**src/rtl/pll_lock_monitor.sv**
```systemverilog
`default_nettype none
// ============================================================================
// Module   : pll_lock_monitor
// Purpose  : Turns the asynchronous PLL `locked` flag into a clean, registered,
//            synchronous active-low reset for the PLL output clock domain.
//            `locked` is synchronised and filtered. After lock is accepted,
//            the downstream reset is held for a settle time. Loss of lock is
//            detected with glitch rejection, and the sequence restarts.
//
// Ports    : clk        in   PLL output clock
//            resetn     in   synchronous active-low reset
//            locked     in   PLL lock flag, asynchronous to clk
//            clear      in   pulse high to clear lock_lost
//            sys_resetn out  registered active-low reset to downstream logic
//            ready      out  high only while the monitor is in RUN
//            lock_lost  out  sticky flag, set on every declared loss of lock
//            loss_count out  saturating count of declared losses
//
// Config   : LOCK_MONITOR_STATS_EN -- when defined, builds the lock_lost /
//            loss_count statistics. When undefined, both outputs are tied to
//            zero and no statistics registers exist.
//
// Revision : 1.0  initial release
// ============================================================================
module pll_lock_monitor #(
    parameter int SYNC_STAGES   = 2,     // >= 2
    parameter int FILTER_CYCLES = 1024,  // >= 1
    parameter int HOLD_CYCLES   = 4096,  // >= 1
    parameter int LOSS_CYCLES   = 16     // >= 1
) (
    input  logic       clk,
    input  logic       resetn,
    input  logic       locked,
    input  logic       clear,
    output logic       sys_resetn,
    output logic       ready,
    output logic       lock_lost,
    output logic [7:0] loss_count
);

    // One down-counter serves FILTER, HOLD and RUN. It is loaded with N-1 and
    // the state advances on the cycle in which it is already zero, so each
    // phase lasts exactly N cycles.
    localparam int c_MAX_AB  = (FILTER_CYCLES > HOLD_CYCLES) ? FILTER_CYCLES : HOLD_CYCLES;
    localparam int c_MAX_CYC = (c_MAX_AB > LOSS_CYCLES) ? c_MAX_AB : LOSS_CYCLES;
    localparam int c_CNT_W   = (c_MAX_CYC > 1) ? $clog2(c_MAX_CYC) : 1;

    localparam logic [c_CNT_W-1:0] c_FILTER_LOAD = c_CNT_W'(FILTER_CYCLES - 1);
    localparam logic [c_CNT_W-1:0] c_HOLD_LOAD   = c_CNT_W'(HOLD_CYCLES - 1);
    localparam logic [c_CNT_W-1:0] c_LOSS_LOAD   = c_CNT_W'(LOSS_CYCLES - 1);

    localparam logic [2:0] c_ST_WAIT_LOCK = 3'd0;
    localparam logic [2:0] c_ST_FILTER    = 3'd1;
    localparam logic [2:0] c_ST_HOLD      = 3'd2;
    localparam logic [2:0] c_ST_RUN       = 3'd3;
    localparam logic [2:0] c_ST_LOST      = 3'd4;

    logic [SYNC_STAGES-1:0] r_sync;
    logic                   w_locked_s;
    logic [2:0]             r_state;
    logic [2:0]             w_state_nxt;
    logic [c_CNT_W-1:0]     r_cnt;
    logic [c_CNT_W-1:0]     w_cnt_nxt;
    logic                   r_run;

    // ------------------------------------------------------------------------
    // Synchroniser: only the last stage is ever looked at.
    // ------------------------------------------------------------------------
    always_ff @(posedge clk) begin
        if (!resetn) begin
            r_sync <= '0;
        end else begin
            r_sync <= {r_sync[SYNC_STAGES-2:0], locked};
        end
    end

    assign w_locked_s = r_sync[SYNC_STAGES-1];

    // ------------------------------------------------------------------------
    // Sequencer next-state / counter logic
    // ------------------------------------------------------------------------
    always_comb begin
        w_state_nxt = r_state;
        w_cnt_nxt   = r_cnt;
        case (r_state)
            c_ST_WAIT_LOCK: begin
                // The detecting cycle counts as the first filtered high cycle.
                if (w_locked_s) begin
                    w_state_nxt = c_ST_FILTER;
                    w_cnt_nxt   = c_FILTER_LOAD;
                end
            end
            c_ST_FILTER: begin
                if (!w_locked_s) begin
                    w_state_nxt = c_ST_WAIT_LOCK;
                end else if (r_cnt == '0) begin
                    w_state_nxt = c_ST_HOLD;
                    w_cnt_nxt   = c_HOLD_LOAD;
                end else begin
                    w_cnt_nxt   = r_cnt - 1'b1;
                end
            end
            c_ST_HOLD: begin
                if (!w_locked_s) begin
                    w_state_nxt = c_ST_WAIT_LOCK;
                end else if (r_cnt == '0) begin
                    w_state_nxt = c_ST_RUN;
                    w_cnt_nxt   = c_LOSS_LOAD;
                end else begin
                    w_cnt_nxt   = r_cnt - 1'b1;
                end
            end
            c_ST_RUN: begin
                // Any high sample re-arms the loss timer, so only an unbroken
                // low run of LOSS_CYCLES samples declares a loss.
                if (w_locked_s) begin
                    w_cnt_nxt   = c_LOSS_LOAD;
                end else if (r_cnt == '0) begin
                    w_state_nxt = c_ST_LOST;
                end else begin
                    w_cnt_nxt   = r_cnt - 1'b1;
                end
            end
            c_ST_LOST: begin
                w_state_nxt = c_ST_WAIT_LOCK;
            end
            default: begin
                w_state_nxt = c_ST_WAIT_LOCK;
            end
        endcase
    end

    // The run flag is registered from the next state so that sys_resetn and
    // ready change on the same edge as the state itself, with no
    // combinational path from any input to the outputs.
    always_ff @(posedge clk) begin
        if (!resetn) begin
            r_state <= c_ST_WAIT_LOCK;
            r_cnt   <= '0;
            r_run   <= 1'b0;
        end else begin
            r_state <= w_state_nxt;
            r_cnt   <= w_cnt_nxt;
            r_run   <= (w_state_nxt == c_ST_RUN);
        end
    end

    assign sys_resetn = r_run;
    assign ready      = r_run;

    // ------------------------------------------------------------------------
    // Loss statistics
    // ------------------------------------------------------------------------
`ifdef LOCK_MONITOR_STATS_EN
    logic       w_enter_lost;
    logic       r_lock_lost;
    logic [7:0] r_loss_count;

    assign w_enter_lost = (w_state_nxt == c_ST_LOST);

    always_ff @(posedge clk) begin
        if (!resetn) begin
            r_lock_lost  <= 1'b0;
            r_loss_count <= 8'd0;
        end else begin
            // A loss in the same cycle as clear must not be dropped.
            if (w_enter_lost) begin
                r_lock_lost <= 1'b1;
            end else if (clear) begin
                r_lock_lost <= 1'b0;
            end
            if (w_enter_lost && (r_loss_count != 8'hFF)) begin
                r_loss_count <= r_loss_count + 8'd1;
            end
        end
    end

    assign lock_lost  = r_lock_lost;
    assign loss_count = r_loss_count;
`else
    logic w_unused_clear;

    assign w_unused_clear = clear;
    assign lock_lost      = 1'b0;
    assign loss_count     = 8'd0;
`endif

endmodule
`default_nettype wire

```
**config.mk**
```make
export PLATFORM = sky130hd
export DESIGN_NAME = pll_lock_monitor
export DESIGN_NICKNAME = d
export VERILOG_FILES = /design/src/rtl/pll_lock_monitor.sv
export SDC_FILE = /design/constraint.sdc
export NUM_CORES = 1
export LEC_CHECK = 0
export CORE_ASPECT_RATIO = 1.2
export CORE_MARGIN = 3
export CORE_UTILIZATION = 49
export DETAILED_ROUTE_END_ITERATION = 12
export GPL_ROUTABILITY_DRIVEN = 0
export GPL_TIMING_DRIVEN = 1
export PLACE_DENSITY = 0.75
export SKIP_CTS_REPAIR_TIMING = 1
export SLEW_MARGIN = 20
export SYNTH_ARGS = -nofsm -noshare
export SYNTH_HDL_FRONTEND = slang
export SYNTH_SLANG_ARGS = --single-unit
```
**constraint.sdc**
```tcl
create_clock -name clk -period 2.3 [get_ports clk]
set_clock_uncertainty 0.2 [all_clocks]
set_input_delay 0.69 -clock clk [delete_from_list [all_inputs] [get_ports clk]]
set_output_delay 0.69 -clock clk [all_outputs]
set_load 0.005 [all_outputs]
```
# Word-level counts from Yosys, hierarchy flattened

Index checks and enable logic that the tools add are counted.

Memories kept: 0
Output and inout port bits: 11
Word-level logic and storage cells: 33
Bits in read-only memories: 0
Bits in registers: 18
Latch bits: 0
Memory bits (writable): 0

$mul: 0
Multiplexer cells: 16
Reductions and logical operators: 4
Divide/modulo/power cells: 0
Bitwise operators: 0
Equality and inequality tests: 8
Add/subtract/negate cells: 1
Shift operators: 0
Order comparisons: 0

Operators with widths:

| kind                  | number |
|---|---|
| $mux 12               | 7 |
| $pmux 12 s4           | 1 |
| $mux 3                | 7 |
| $logic_not 12->1      | 1 |
| $pmux 3 s4            | 1 |
| $sub 12x1->12 const B | 1 |
| $eq 3x2->1 const B    | 3 |
| $ne 2x2->1 const B    | 3 |
| $reduce_and 5->1      | 1 |
| $reduce_bool 4->1     | 1 |
| $eq 3x1->1 const B    | 1 |
| $logic_not 3->1       | 1 |
| $ne 3x3->1 const B    | 1 |

# Logic depth before layout (Yosys ltp)

Gate-level depths: netlist of run 1.

Depth after elaboration: 5
Depth in mapped cells: 7
Gate-level depth less buffers: 7

# Least setup slack after synthesis of run 1

No wires, ideal clock.

Kind: flip-flop to flip-flop
From: register r_cnt[0]
To: register r_cnt[10]
Library setup time: 0.070 ns
Period minus slack after synthesis: 2.132 ns
Path buffers: 0
Cell stages (with the launch flop): 8
Setup slack: 0.168 ns
Arrival: 1.862 ns
Cell sequence: dfxtp_1 > inv_1 > ha_1 > or4b_4 > or3_4 > a2111oi_4 > nand3_1 > a21boi_1

Cells in the longest elaborated chain, start to end: 4

RTL lines:

| item                                                     | RTL line     | source |
|---|---|---|
| from (decl)                                              | 62           | `logic [c_CNT_W-1:0] r_cnt;` |
| from (signal assigned)                                   | 143          | `r_cnt <= w_cnt_nxt;` |
| $sub 12x1->12 / $logic_not 12->1 (equally long branches) | --           |  |
| $mux 12 (on tied branches)                               | 118, 106, 96 |  |
| $mux 12 (on tied branches)                               | 116, 104, 94 |  |
| $pmux 12 s4                                              | 85           | `case (r_state)` |

Several ways; a longest one is shown, not always the timed one. The select of a mux whose other input is x is not followed.
A chain may end at the register's enable or synchronous reset.

# Worst setup path after layout of run 1

From: register r_cnt[0]
To: register r_cnt[7]

The elaborated chain is that of the path after synthesis.

==> impl_metrics.py, run 1 <==
metrics = {
    "outcome": {
        "status": "complete, no violations",
    },
    "synthesis": {
        "ys_seq_area_frac": 0.307,
        "syn_area_per_cell_um2": 7.94,
        "netlist_top_cells_area": "dfxtp_1, buf_4, a21oi_1, nor2_1, nand2_1",
        "syn_inst": 148,
        "synth_seq_cells": 18,
        "synth_top_cell_area_share": 0.307,
        "synthesis.area_mm2": 0.00117,
        "ys.flop_type": "dfxtp_1",
        "yosys_warnings": 0,
        "synth_edf_count": 0,
        "synth-async-reset-ratio": 0,
        "yosys.cell_types.count": 47,
        "yosysTopAreaCell": "dfxtp_1",
    },
    "clock_network": {
        "clkSinkCount": 18,
        "cts_buffers": 3,
        "cts_buffer_depth": 2,
        "cts-htree-levels": 1,
        "root_buffer": "clkbuf_4",
        "clock_latency_ns": 0.30,
        "clk_pin_slew_ns": 0.10,
        "tritoncts": "done",
    },
    "detailed_routing": {
        "drt_pre_antenna_iters": 4,
        "highest_layer": "met4",
        "wirelength_um": 2600,
        "viasPerCell": 5.85,
        "drt-initial-drc-count": 37,
        "wl_met1_um": 1220,
        "route.met3.wl_um": 86,
        "drtAntennaViolNets": 0,
        "drc": 0,
        "num_vias": 1100,
        "wl_per_cell_um": 13.8,
        "met2WireLength_um": 1220,
    },
    "run": {
        "cap_violations": 0,
    },
    "timing": {
        "setup_viol": 0,
        "maxSlewViolCount": 0,
        "worst_pin_slew_ns": 0.515,
        "rsz0062_at_grt": "yes",
        "timing.final.crit_period_ns": 2.20,
        "timing.final.crit_share": 0.958,
        "clock.fmax_mhz": 454,
        "hold_viol": 0,
        "fin_ws_ns": 0.0974,
        "slew_headroom": 0.654,
    },
    "global_routing": {
        "track_usage": 0.194,
        "grt_antenna_before_repair": 0,
        "grt_max_degree": 13,
        "first_global_vias": 1013,
        "gr-total-overflow": 0,
        "grt_pass1_wl_um": 4400,
    },
    "floorplanning": {
        "die_area_mm2": 0.00302,
        "core-area_mm2": 0.00216,
        "dieWidth_um": 50.7,
        "io-pin-count": 15,
        "dieHeight_um": 59.6,
        "start_util": 0.543,
        "rows": 18,
    },
    "setup_path": {
        "crit_required_ns": 2.30,
        "cp_data_arrival_time_ns": 2.20,
        "crit_path_start_kind": "register",
        "crit_type": "reg -> reg",
        "rr_worst_depth": 5,
        "cp-end-kind": "register",
        "crit_fanout": 4,
    },
    "power": {
        "p_comb_frac": 0.279,
        "powerDensity_mw_per_mm2": 525,
        "power.internal_uw": 479,
        "p_leak_uw": 0.000500,
        "swShare": 0.308,
        "p_sw_uw": 213,
        "vdd_drop_max_uv": 437,
        "clkPwrFrac": 0.226,
        "seqPwrFrac": 0.495,
    },
    "finish": {
        "seq_area_um2": 363,
        "drive_gt1_frac": 0.184,
        "n_fill_cell": 203,
        "fin_nets": 166,
        "antenna_cells": 0,
        "multi_input_area_um2": 753,
        "post-route-util": 0.609,
        "area.growth.synth_to_final_pct": 12.0,
        "final_cell_mix": "nor2_1, dfxtp_1, a21oi_1",
    },
    "worst_hold_path": {
        "worstHoldPathCells": 1,
        "hp-class": "reg -> reg",
    },
    "place": {
        "pre_cts_ws_ns": 0.0673,
        "hpwl_um": 1940,
        "place.port_buffers": 4,
    },
}
power by group through the flow:
| stage | logic [uW] | registers, uW | clock network, uW |
|---|---|---|---|
| floorplan | 137 | 342 | 0 |
| global placement | 169 | 347 | 0 |
| detailed placement | 174 | 349 | 0 |
| CTS | 174 | 341 | 161 |
| global route | 214 | 345 | 171 |
| finish | 193 | 342 | 156 |
synth_stat cells, drive strengths merged (2+ instances only):
master  instances
nand3           7
clkbuf          5
nor3b           4
and3            2
nor4            3
and2            2
or2             2
nor2           16
nor3            3
a31oi           2
nand2          11
ha              2
o211ai          2
inv             6
buf            10
or4             3
a21oi          12
o21ai           9
or3             4
a222oi          2
dfxtp          18
nand2b          3
final timing paths:
| check | from | end | slack, ns |
|---|---|---|---|
| worst max-delay path | r_cnt[0]$_SDFFE_PN0P_ | r_cnt[7]$_SDFFE_PN0P_ | 0.1 |
| worst min-delay path | r_sync[0]$_SDFF_PN0_ | r_sync[1]$_SDFF_PN0_ | 0.24 |
| worst max register to register | r_cnt[0]$_SDFFE_PN0P_ | r_cnt[7]$_SDFFE_PN0P_ | 0.1 |
| worst min register to register | r_sync[0]$_SDFF_PN0_ | r_sync[1]$_SDFF_PN0_ | 0.24 |
cell families (layout without fill, tap and decap cells):
logic type                 Yosys count  after routing  share of synthesized area
AOI/OAI and AO/OA                   40             40                      0.244
xor gates and xnor gates             1              1                    0.00746
adders and majority gates            2              2                     0.0213
buffers and inverters               21             23                     0.0990
DFF                                 18             18                      0.307
muxes                                1              1                    0.00852
other                                1              9                    0.00319
and+or+nand+nor                     64             64                      0.310
critical path: stages (launching register included):
cell      delay [ns]
dfxtp_2         0.34
buf_4           0.13
or4_1           0.59
or4_1           0.45
o211ai_1        0.17
o2bb2a_1        0.23
state kept, by name, indices dropped and copies added (netlist names):
register	cells
r_state	3
r_sync	2
ready	1
r_cnt	12
routing by layer:
metal / vias to the layer above / track usage
li1: 546 / -
met1: 524 / 0.232
met2: 23 / 0.330
met3: 7 / 0.0302
met4: 0 / 0.112
met5: - / 0
stage by stage:
stage / hold slack, ns / cells / total power, uW / area (um^2) / TNS (ns)
floorplan: 0.212 / 156 / 479 / 1200 / 0
global placement: 0.218 / 182 / 517 / 1240 / 0
detailed placement: 0.229 / 182 / 522 / 1240 / 0
CTS: 0.253 / 185 / 677 / 1260 / 0
global route: 0.281 / 188 / 729 / 1320 / -0.0340
finish: 0.243 / 188 / 692 / 1320 / 0
final cells by class:
type,instances,area share
clock buffer,3,0.0171
inverter,6,0.0190
multi-input combinational,117,0.572
sequential,18,0.276
tap,30,0.0285
timing repair buffer,14,0.0875
Power figures use the tool's default switching activity.
==> run 2: changes to the inputs <==
Settings changed: HOLD_SLACK_MARGIN from default to 0.08.
==> results of run 2 <==
The final DEF is identical to that of run 1; final timing and power are the same.
